==> src/rtl/jpeg_seq_ctrl.sv <==
// jpeg_seq_ctrl: frame sequencer for the JPEG pipeline.
// A single frame timer t drives the input read address, the transpose/zig-zag
// bank selects, the RLE enable and the output write address/strobe.
// Optional macro SEQ_CONT_EN: continuous-frame mode (t wraps every N rows,
// done pulses on each write of the last output row, IDLE only via reset).
module jpeg_seq_ctrl #(
    parameter int ADDR_W     = 15,
    parameter int ROW_W      = 3,
    parameter int NUM_BLOCKS = 4096,
    parameter int OUT_DLY    = 20,
    parameter int RLE_DLY    = 19,
    parameter int TP1_PHASE  = 0,
    parameter int TP2_PHASE  = 2
) (
    input  logic              clk,
    input  logic              reset,
    input  logic              start,
    input  logic              stall,
    output logic              in_re,
    output logic [ADDR_W-1:0] in_addr,
    output logic [ROW_W-1:0]  in_row,
    output logic              tp1_sel,
    output logic              tp2_sel,
    output logic              rle_en,
    output logic              out_we,
    output logic [ADDR_W-1:0] out_addr,
    output logic              busy,
    output logic              done
);
    localparam int ROWS = 2 ** ROW_W;
    localparam int N    = NUM_BLOCKS * ROWS;
    localparam int TW   = ADDR_W + 1;

    localparam logic [TW-1:0]     N_T      = TW'(N);
    localparam logic [TW-1:0]     OUT_T    = TW'(OUT_DLY);
    localparam logic [TW-1:0]     RLE_T    = TW'(RLE_DLY);
    localparam logic [TW-1:0]     OUT_END  = TW'(OUT_DLY + N);
    localparam logic [TW-1:0]     RLE_END  = TW'(RLE_DLY + N);
    localparam logic [TW-1:0]     T_LAST   = TW'(OUT_DLY + N - 1);
    localparam logic [TW-1:0]     T_WRAP   = TW'(N - 1);
    localparam logic [ADDR_W-1:0] A_LAST   = ADDR_W'(N - 1);
    localparam logic [ADDR_W-1:0] A_OUTDLY = ADDR_W'(OUT_DLY);
    localparam logic [ADDR_W-1:0] A_WRAPOF = ADDR_W'(N - OUT_DLY);
    localparam logic [ROW_W:0]    PH1      = (ROW_W+1)'(TP1_PHASE);
    localparam logic [ROW_W:0]    PH2      = (ROW_W+1)'(TP2_PHASE);

    typedef enum logic [1:0] {IDLE = 2'd0, RUN = 2'd1, DONE = 2'd2} state_t;

    state_t        state, state_nx;
    logic [TW-1:0] t, t_nx;
    logic [ROW_W:0] d1, d2;
`ifdef SEQ_CONT_EN
    // Set once the first frame has wrapped; from then on the pipe is full.
    logic wrapped, wrapped_nx;
`endif

    // State, timer and fill flag; stall simply leaves next == current.
    always_ff @(posedge clk) begin
        if (!reset) begin
            state <= IDLE;
            t     <= '0;
`ifdef SEQ_CONT_EN
            wrapped <= 1'b0;
`endif
        end else begin
            state <= state_nx;
            t     <= t_nx;
`ifdef SEQ_CONT_EN
            wrapped <= wrapped_nx;
`endif
        end
    end

    // Next-state: start only accepted in IDLE, timer advances on non-stalled RUN cycles.
    always_comb begin
        state_nx = state;
        t_nx     = t;
`ifdef SEQ_CONT_EN
        wrapped_nx = wrapped;
`endif
        case (state)
            IDLE: if (start) begin
                state_nx = RUN;
                t_nx     = '0;
            end
            RUN: if (!stall) begin
`ifdef SEQ_CONT_EN
                if (t == T_WRAP) begin
                    t_nx       = '0;
                    wrapped_nx = 1'b1;
                end else begin
                    t_nx = t + 1'b1;
                end
`else
                if (t == T_LAST) begin
                    state_nx = DONE;
                    t_nx     = '0;
                end else begin
                    t_nx = t + 1'b1;
                end
`endif
            end
            DONE:    state_nx = IDLE;
            default: state_nx = IDLE;
        endcase
    end

    assign d1 = t[ROW_W:0] - PH1;
    assign d2 = t[ROW_W:0] - PH2;

    // Output decode from the registered state; only the strobes see stall directly.
    always_comb begin
        in_re    = 1'b0;
        in_addr  = '0;
        tp1_sel  = 1'b1;
        tp2_sel  = 1'b1;
        rle_en   = 1'b0;
        out_we   = 1'b0;
        out_addr = '0;
        busy     = (state == RUN);
        done     = 1'b0;
        if (state == RUN) begin
            tp1_sel = ~d1[ROW_W];
            tp2_sel = ~d2[ROW_W];
`ifdef SEQ_CONT_EN
            in_re   = ~stall;
            in_addr = t[ADDR_W-1:0];
            rle_en  = wrapped | (t >= RLE_T);
            if (wrapped | (t >= OUT_T)) begin
                out_we   = ~stall;
                out_addr = (t >= OUT_T) ? (t[ADDR_W-1:0] - A_OUTDLY)
                                        : (t[ADDR_W-1:0] + A_WRAPOF);
            end
            done = out_we & (out_addr == A_LAST);
`else
            in_re   = (t < N_T) & ~stall;
            in_addr = (t < N_T) ? t[ADDR_W-1:0] : A_LAST;
            rle_en  = (t >= RLE_T) & (t < RLE_END);
            if ((t >= OUT_T) && (t < OUT_END)) begin
                out_we   = ~stall;
                out_addr = t[ADDR_W-1:0] - A_OUTDLY;
            end
`endif
        end
`ifndef SEQ_CONT_EN
        done = (state == DONE);
`endif
    end

    assign in_row = in_addr[ROW_W-1:0];

endmodule

==> config.mk <==
export PLATFORM = sky130hd
export DESIGN_NAME = jpeg_seq_ctrl
export DESIGN_NICKNAME = d
export VERILOG_FILES = /design/src/rtl/jpeg_seq_ctrl.sv
export SDC_FILE = /design/constraint.sdc
export NUM_CORES = 1
export LEC_CHECK = 0
export CAP_MARGIN = 40
export CORE_UTILIZATION = 44
export DETAILED_ROUTE_END_ITERATION = 10
export MAX_ROUTING_LAYER = met4
export PLACE_DENSITY = 0.77
export RECOVER_POWER = 50
export SYNTH_ARGS = -nofsm -noshare
export SYNTH_HDL_FRONTEND = slang
export SYNTH_SLANG_ARGS = --single-unit
export TNS_END_PERCENT = 50
==> constraint.sdc <==
create_clock -name clk -period 2.6 [get_ports clk]
set_input_delay 0.52 -clock clk [delete_from_list [all_inputs] [get_ports clk]]
set_output_delay 0.52 -clock clk [all_outputs]
set_load 0.05 [all_outputs]
==> flow_results.xml <==
<?xml version="1.0" encoding="UTF-8"?>
<metrics>
  <group name="clocking">
    <metric name="clock_latency" unit="ns">0.26</metric>
    <metric name="cts_root_buf" unit="">sky130_fd_sc_hd__clkbuf_8</metric>
    <metric name="cts-buffers-inserted" unit="">3</metric>
    <metric name="cts.sink_count" unit="">18</metric>
    <metric name="clk_path_buf_depth" unit="">2</metric>
    <metric name="cts_hold_buf" unit="">0</metric>
    <metric name="tritoncts_clock_tree" unit="">built</metric>
    <metric name="htree_num_levels" unit="">1</metric>
    <metric name="clkSlewWorstSetupHoldPaths" unit="ns">0.07</metric>
  </group>
  <group name="sta">
    <metric name="fin_worst_skew" unit="ns">0.00593</metric>
    <metric name="max_freq" unit="GHz">0.366</metric>
    <metric name="slew_headroom" unit="">0.437</metric>
    <metric name="whs" unit="ns">0.516</metric>
    <metric name="final-hold-violation-count" unit="">0</metric>
    <metric name="finalCritPeriodShare" unit="">1.05</metric>
    <metric name="fin_crit" unit="ns">2.73</metric>
    <metric name="timing.setup.tns" unit="ns">-0.913</metric>
    <metric name="finalWorstSetupSlack" unit="ns">-0.135</metric>
    <metric name="tightestPinTransition" unit="ns">0.844</metric>
    <metric name="unrepaired_setup_endpoints_after_global_routing" unit="">yes</metric>
    <metric name="final_number_of_max_transition_violations" unit="">0</metric>
    <metric name="setup_viol" unit="">17</metric>
  </group>
  <group name="synthesis">
    <metric name="compound_gate_fraction_of_synth_area" unit="">0.163</metric>
    <metric name="ys_ff_latch" unit="">18</metric>
    <metric name="synth.net_count" unit="">237</metric>
    <metric name="synthFlopType" unit="">sky130_fd_sc_hd__dfxtp_1</metric>
    <metric name="synth_mux_area_frac" unit="">0</metric>
    <metric name="post_synthesis_async_set_or_reset_flop_share" unit="">0</metric>
    <metric name="syn_avg_cell_area" unit="µm²">7.25</metric>
    <metric name="synth_adder_area_share" unit="">0.0456</metric>
    <metric name="share_of_the_yosys_chip_area_belonging_to_registers" unit="">0.219</metric>
    <metric name="syn_inst" unit="">227</metric>
    <metric name="area_share_of_xor_xnor_cells_in_the_synthesized_design" unit="">0.0798</metric>
    <metric name="synth-edff-count" unit="">0</metric>
    <metric name="main_combinational_cell_family_by_area_after_synthesis" unit="">simple AND/OR/NAND/NOR gates</metric>
    <metric name="synthDistinctLibCells" unit="">44</metric>
    <metric name="yosysWarnings" unit="">0</metric>
    <metric name="synth_area" unit="mm²">0.00165</metric>
    <metric name="synthSimpleGateAreaFrac" unit="">0.385</metric>
  </group>
  <group name="critical_path">
    <metric name="crit_path_required_time" unit="ns">2.08</metric>
    <metric name="reg2reg_slack" unit="ns">0.16</metric>
    <metric name="criticalPathCategory" unit="">reg2out</metric>
    <metric name="critPathCaptureType" unit="">output port</metric>
    <metric name="critical_path.reg2reg.startpoint" unit="">t[15]</metric>
    <metric name="path_max_fanout" unit="">7</metric>
    <metric name="setup.worst_path.start" unit="">t[6]</metric>
    <metric name="crit-reg2reg-capture" unit="">t[14]</metric>
    <metric name="worstSetupEndpoint" unit="">out_addr[14]</metric>
    <metric name="critPathLaunchType" unit="">register</metric>
    <metric name="crit_arrival" unit="ns">2.21</metric>
    <metric name="reg2regPathDepth" unit="">5</metric>
  </group>
  <group name="die">
    <metric name="die-height" unit="µm">63.2</metric>
    <metric name="floorplan.core_area" unit="mm²">0.00347</metric>
    <metric name="floorplan.io_pins" unit="">44</metric>
    <metric name="die_w" unit="µm">63.2</metric>
    <metric name="placementRows" unit="">21</metric>
    <metric name="effective_utilization_at_floorplan" unit="">0.475</metric>
    <metric name="dieArea" unit="mm²">0.00399</metric>
  </group>
  <group name="routing">
    <metric name="vias" unit="">1981</metric>
    <metric name="first_pass_iters" unit="">5</metric>
    <metric name="remaining_drc_errors" unit="">0</metric>
    <metric name="met2_length" unit="mm">2.99</metric>
    <metric name="routedLengthMet1" unit="mm">2.37</metric>
    <metric name="met3_wirelength" unit="µm">264</metric>
    <metric name="top_layer_used" unit="">met4</metric>
    <metric name="viasPerCell" unit="">5.95</metric>
    <metric name="drtAntennaViolNets" unit="">0</metric>
    <metric name="avgRoutedWirePerCell" unit="µm">17.3</metric>
    <metric name="drtIter0Drc" unit="">174</metric>
    <metric name="post_route_wl" unit="mm">5.76</metric>
  </group>
  <group name="final_layout">
    <metric name="layout-drive-gt1-share" unit="">0.401</metric>
    <metric name="syn2layout_area_growth" unit="%">63.8</metric>
    <metric name="nets" unit="">299</metric>
    <metric name="n_fill_cell" unit="">227</metric>
    <metric name="insertedDiodeCount" unit="">0</metric>
  </group>
  <group name="pwr">
    <metric name="power_density" unit="mW/mm²">214</metric>
    <metric name="leakagePower" unit="nW">0.944</metric>
    <metric name="irDropWorstVdd" unit="µV">215</metric>
  </group>
  <group name="placed_design">
    <metric name="globalplace.congestion" unit="">0.821</metric>
    <metric name="placement.io_buffers" unit="">43</metric>
    <metric name="hpwlAfterDp" unit="mm">3.65</metric>
  </group>
  <group name="global_route">
    <metric name="grt_pass1_wl" unit="mm">8.80</metric>
    <metric name="grt_util_all_layers" unit="">0.287</metric>
    <metric name="grt_antenna_before_repair" unit="">0</metric>
    <metric name="via_count_of_the_first_global_routing_pass" unit="">1744</metric>
    <metric name="overflow" unit="">0</metric>
    <metric name="grt_start_max_net_pins" unit="">29</metric>
  </group>
  <group name="worst_hold_path">
    <metric name="timing.hold.worst_path_depth" unit="">2</metric>
    <metric name="timing.hold.worst.class" unit="">reg2reg</metric>
  </group>
  <group name="job">
    <metric name="max_cap_violations" unit="">0</metric>
  </group>
  <group name="status">
    <metric name="outcome" unit="">finished with violations</metric>
    <metric name="failing_checks" unit="">setup timing</metric>
  </group>
</metrics>
report_power, final:
part / internal, W / switching, W
combinational: 0.0000295 / 0.0000718
sequential: 0.000278 / 0.00000323
clock: 0.000103 / 0.0000903
total: 0.000411 / 0.000165
how the worst min path moves through the flow:
stage                     from   end  slack, ns
after floorplan           t[0]  t[0]       0.47
after global placement    t[0]  t[0]       0.50
after detailed placement  t[0]  t[0]       0.50
after CTS                 t[0]  t[0]       0.51
after global routing      t[0]  t[0]       0.53
final                     t[0]  t[0]       0.52
state kept, by name (all words and copies together), names as in the netlist:
name,count
state,2
t,16
cells in the final DEF, fill, tap and decap left out, types with 4 or more instances in the layout:
master,count
sky130_fd_sc_hd__a211oi_1,10
sky130_fd_sc_hd__buf_12,8
sky130_fd_sc_hd__buf_4,46
sky130_fd_sc_hd__buf_6,17
sky130_fd_sc_hd__clkbuf_2,5
sky130_fd_sc_hd__clkdlybuf4s50_1,4
sky130_fd_sc_hd__dfxtp_1,15
sky130_fd_sc_hd__ha_1,6
sky130_fd_sc_hd__inv_1,8
sky130_fd_sc_hd__nand2_1,10
sky130_fd_sc_hd__nand3_1,7
sky130_fd_sc_hd__nand4_1,5
sky130_fd_sc_hd__nor2_1,38
sky130_fd_sc_hd__nor3_1,8
sky130_fd_sc_hd__nor4_4,15
sky130_fd_sc_hd__o21ai_0,4
sky130_fd_sc_hd__o31ai_1,5
sky130_fd_sc_hd__or3_1,4
sky130_fd_sc_hd__or4_1,6
sky130_fd_sc_hd__xnor2_1,11
sky130_fd_sc_hd__xor2_1,4
cell type report:
class | count | area, µm² | share of cell area
Tap cell | 46 | 57.6 | 0.0213
Timing Repair Buffer | 83 | 797 | 0.296
Sequential cell | 18 | 364 | 0.135
Clock buffer | 3 | 41.3 | 0.0153
Inverter | 9 | 33.8 | 0.0125
Multi-Input combinational cell | 174 | 1400 | 0.520
critical path: stages, from the launching register on:
cell and delay (ns):
sky130_fd_sc_hd__dfxtp_2 0.34, sky130_fd_sc_hd__or3_4 0.39, sky130_fd_sc_hd__buf_6 0.14, sky130_fd_sc_hd__nor2_2 0.13, sky130_fd_sc_hd__buf_4 0.15, sky130_fd_sc_hd__a21boi_4 0.08
sky130_fd_sc_hd__buf_12 0.14, sky130_fd_sc_hd__a2111oi_4 0.40, sky130_fd_sc_hd__buf_12 0.19
timing repair:
item,CTS,global route
setup endpoints to repair,17,17
setup buffers,8,1
pin swaps,13,2
gates cloned,2,0
resized for setup,25,4
endpoints found under the hold margin,0,0
cells by family (layout without fill, tap and decap cells):
group / Yosys count / after routing
simple gates: 117 / 117
flops: 18 / 18
xor+xnor: 15 / 15
compound gates: 36 / 36
fa+ha+maj: 6 / 6
buf+inv: 35 / 95
metal layers:
layer / vias to the layer above / global-route usage
li1: 945 / -
met1: 943 / 0.358
met2: 80 / 0.499
met3: 13 / 0.0163
met4: 0 / 0.0824
met5: - / -
through the flow:
stage / setup WS [ns] / instances / power [W] / utilization / cell area, µm²
2_1_floorplan: -0.287 / 227 / 0.000358 / - / 1940
3_3_place_gp: 0.0502 / 319 / 0.000388 / 0.715 / 2480
3_5_place_dp: -0.0856 / 319 / 0.000388 / 0.715 / 2480
4_1_cts: -0.0677 / 332 / 0.000575 / 0.779 / 2700
5_1_grt: -0.191 / 333 / 0.000599 / 0.777 / 2700
6_report: -0.135 / 333 / 0.000576 / 0.777 / 2700
Yosys cell counts, types with 5 or more instances:
library cell | count | share of area
sky130_fd_sc_hd__inv_1 | 8 | 0.018
sky130_fd_sc_hd__a211oi_1 | 10 | 0.046
sky130_fd_sc_hd__nand4_1 | 5 | 0.019
sky130_fd_sc_hd__nand2_1 | 10 | 0.023
sky130_fd_sc_hd__clkbuf_1 | 12 | 0.027
sky130_fd_sc_hd__ha_1 | 6 | 0.046
sky130_fd_sc_hd__nor3_1 | 9 | 0.027
sky130_fd_sc_hd__or4_1 | 6 | 0.027
sky130_fd_sc_hd__o31ai_1 | 5 | 0.023
sky130_fd_sc_hd__or3_1 | 5 | 0.019
sky130_fd_sc_hd__xnor2_1 | 11 | 0.059
sky130_fd_sc_hd__nor4_1 | 18 | 0.068
sky130_fd_sc_hd__nor2_1 | 40 | 0.091
sky130_fd_sc_hd__dfxtp_1 | 18 | 0.22
sky130_fd_sc_hd__nand3_1 | 7 | 0.021
(Power assumes the default switching activity.)
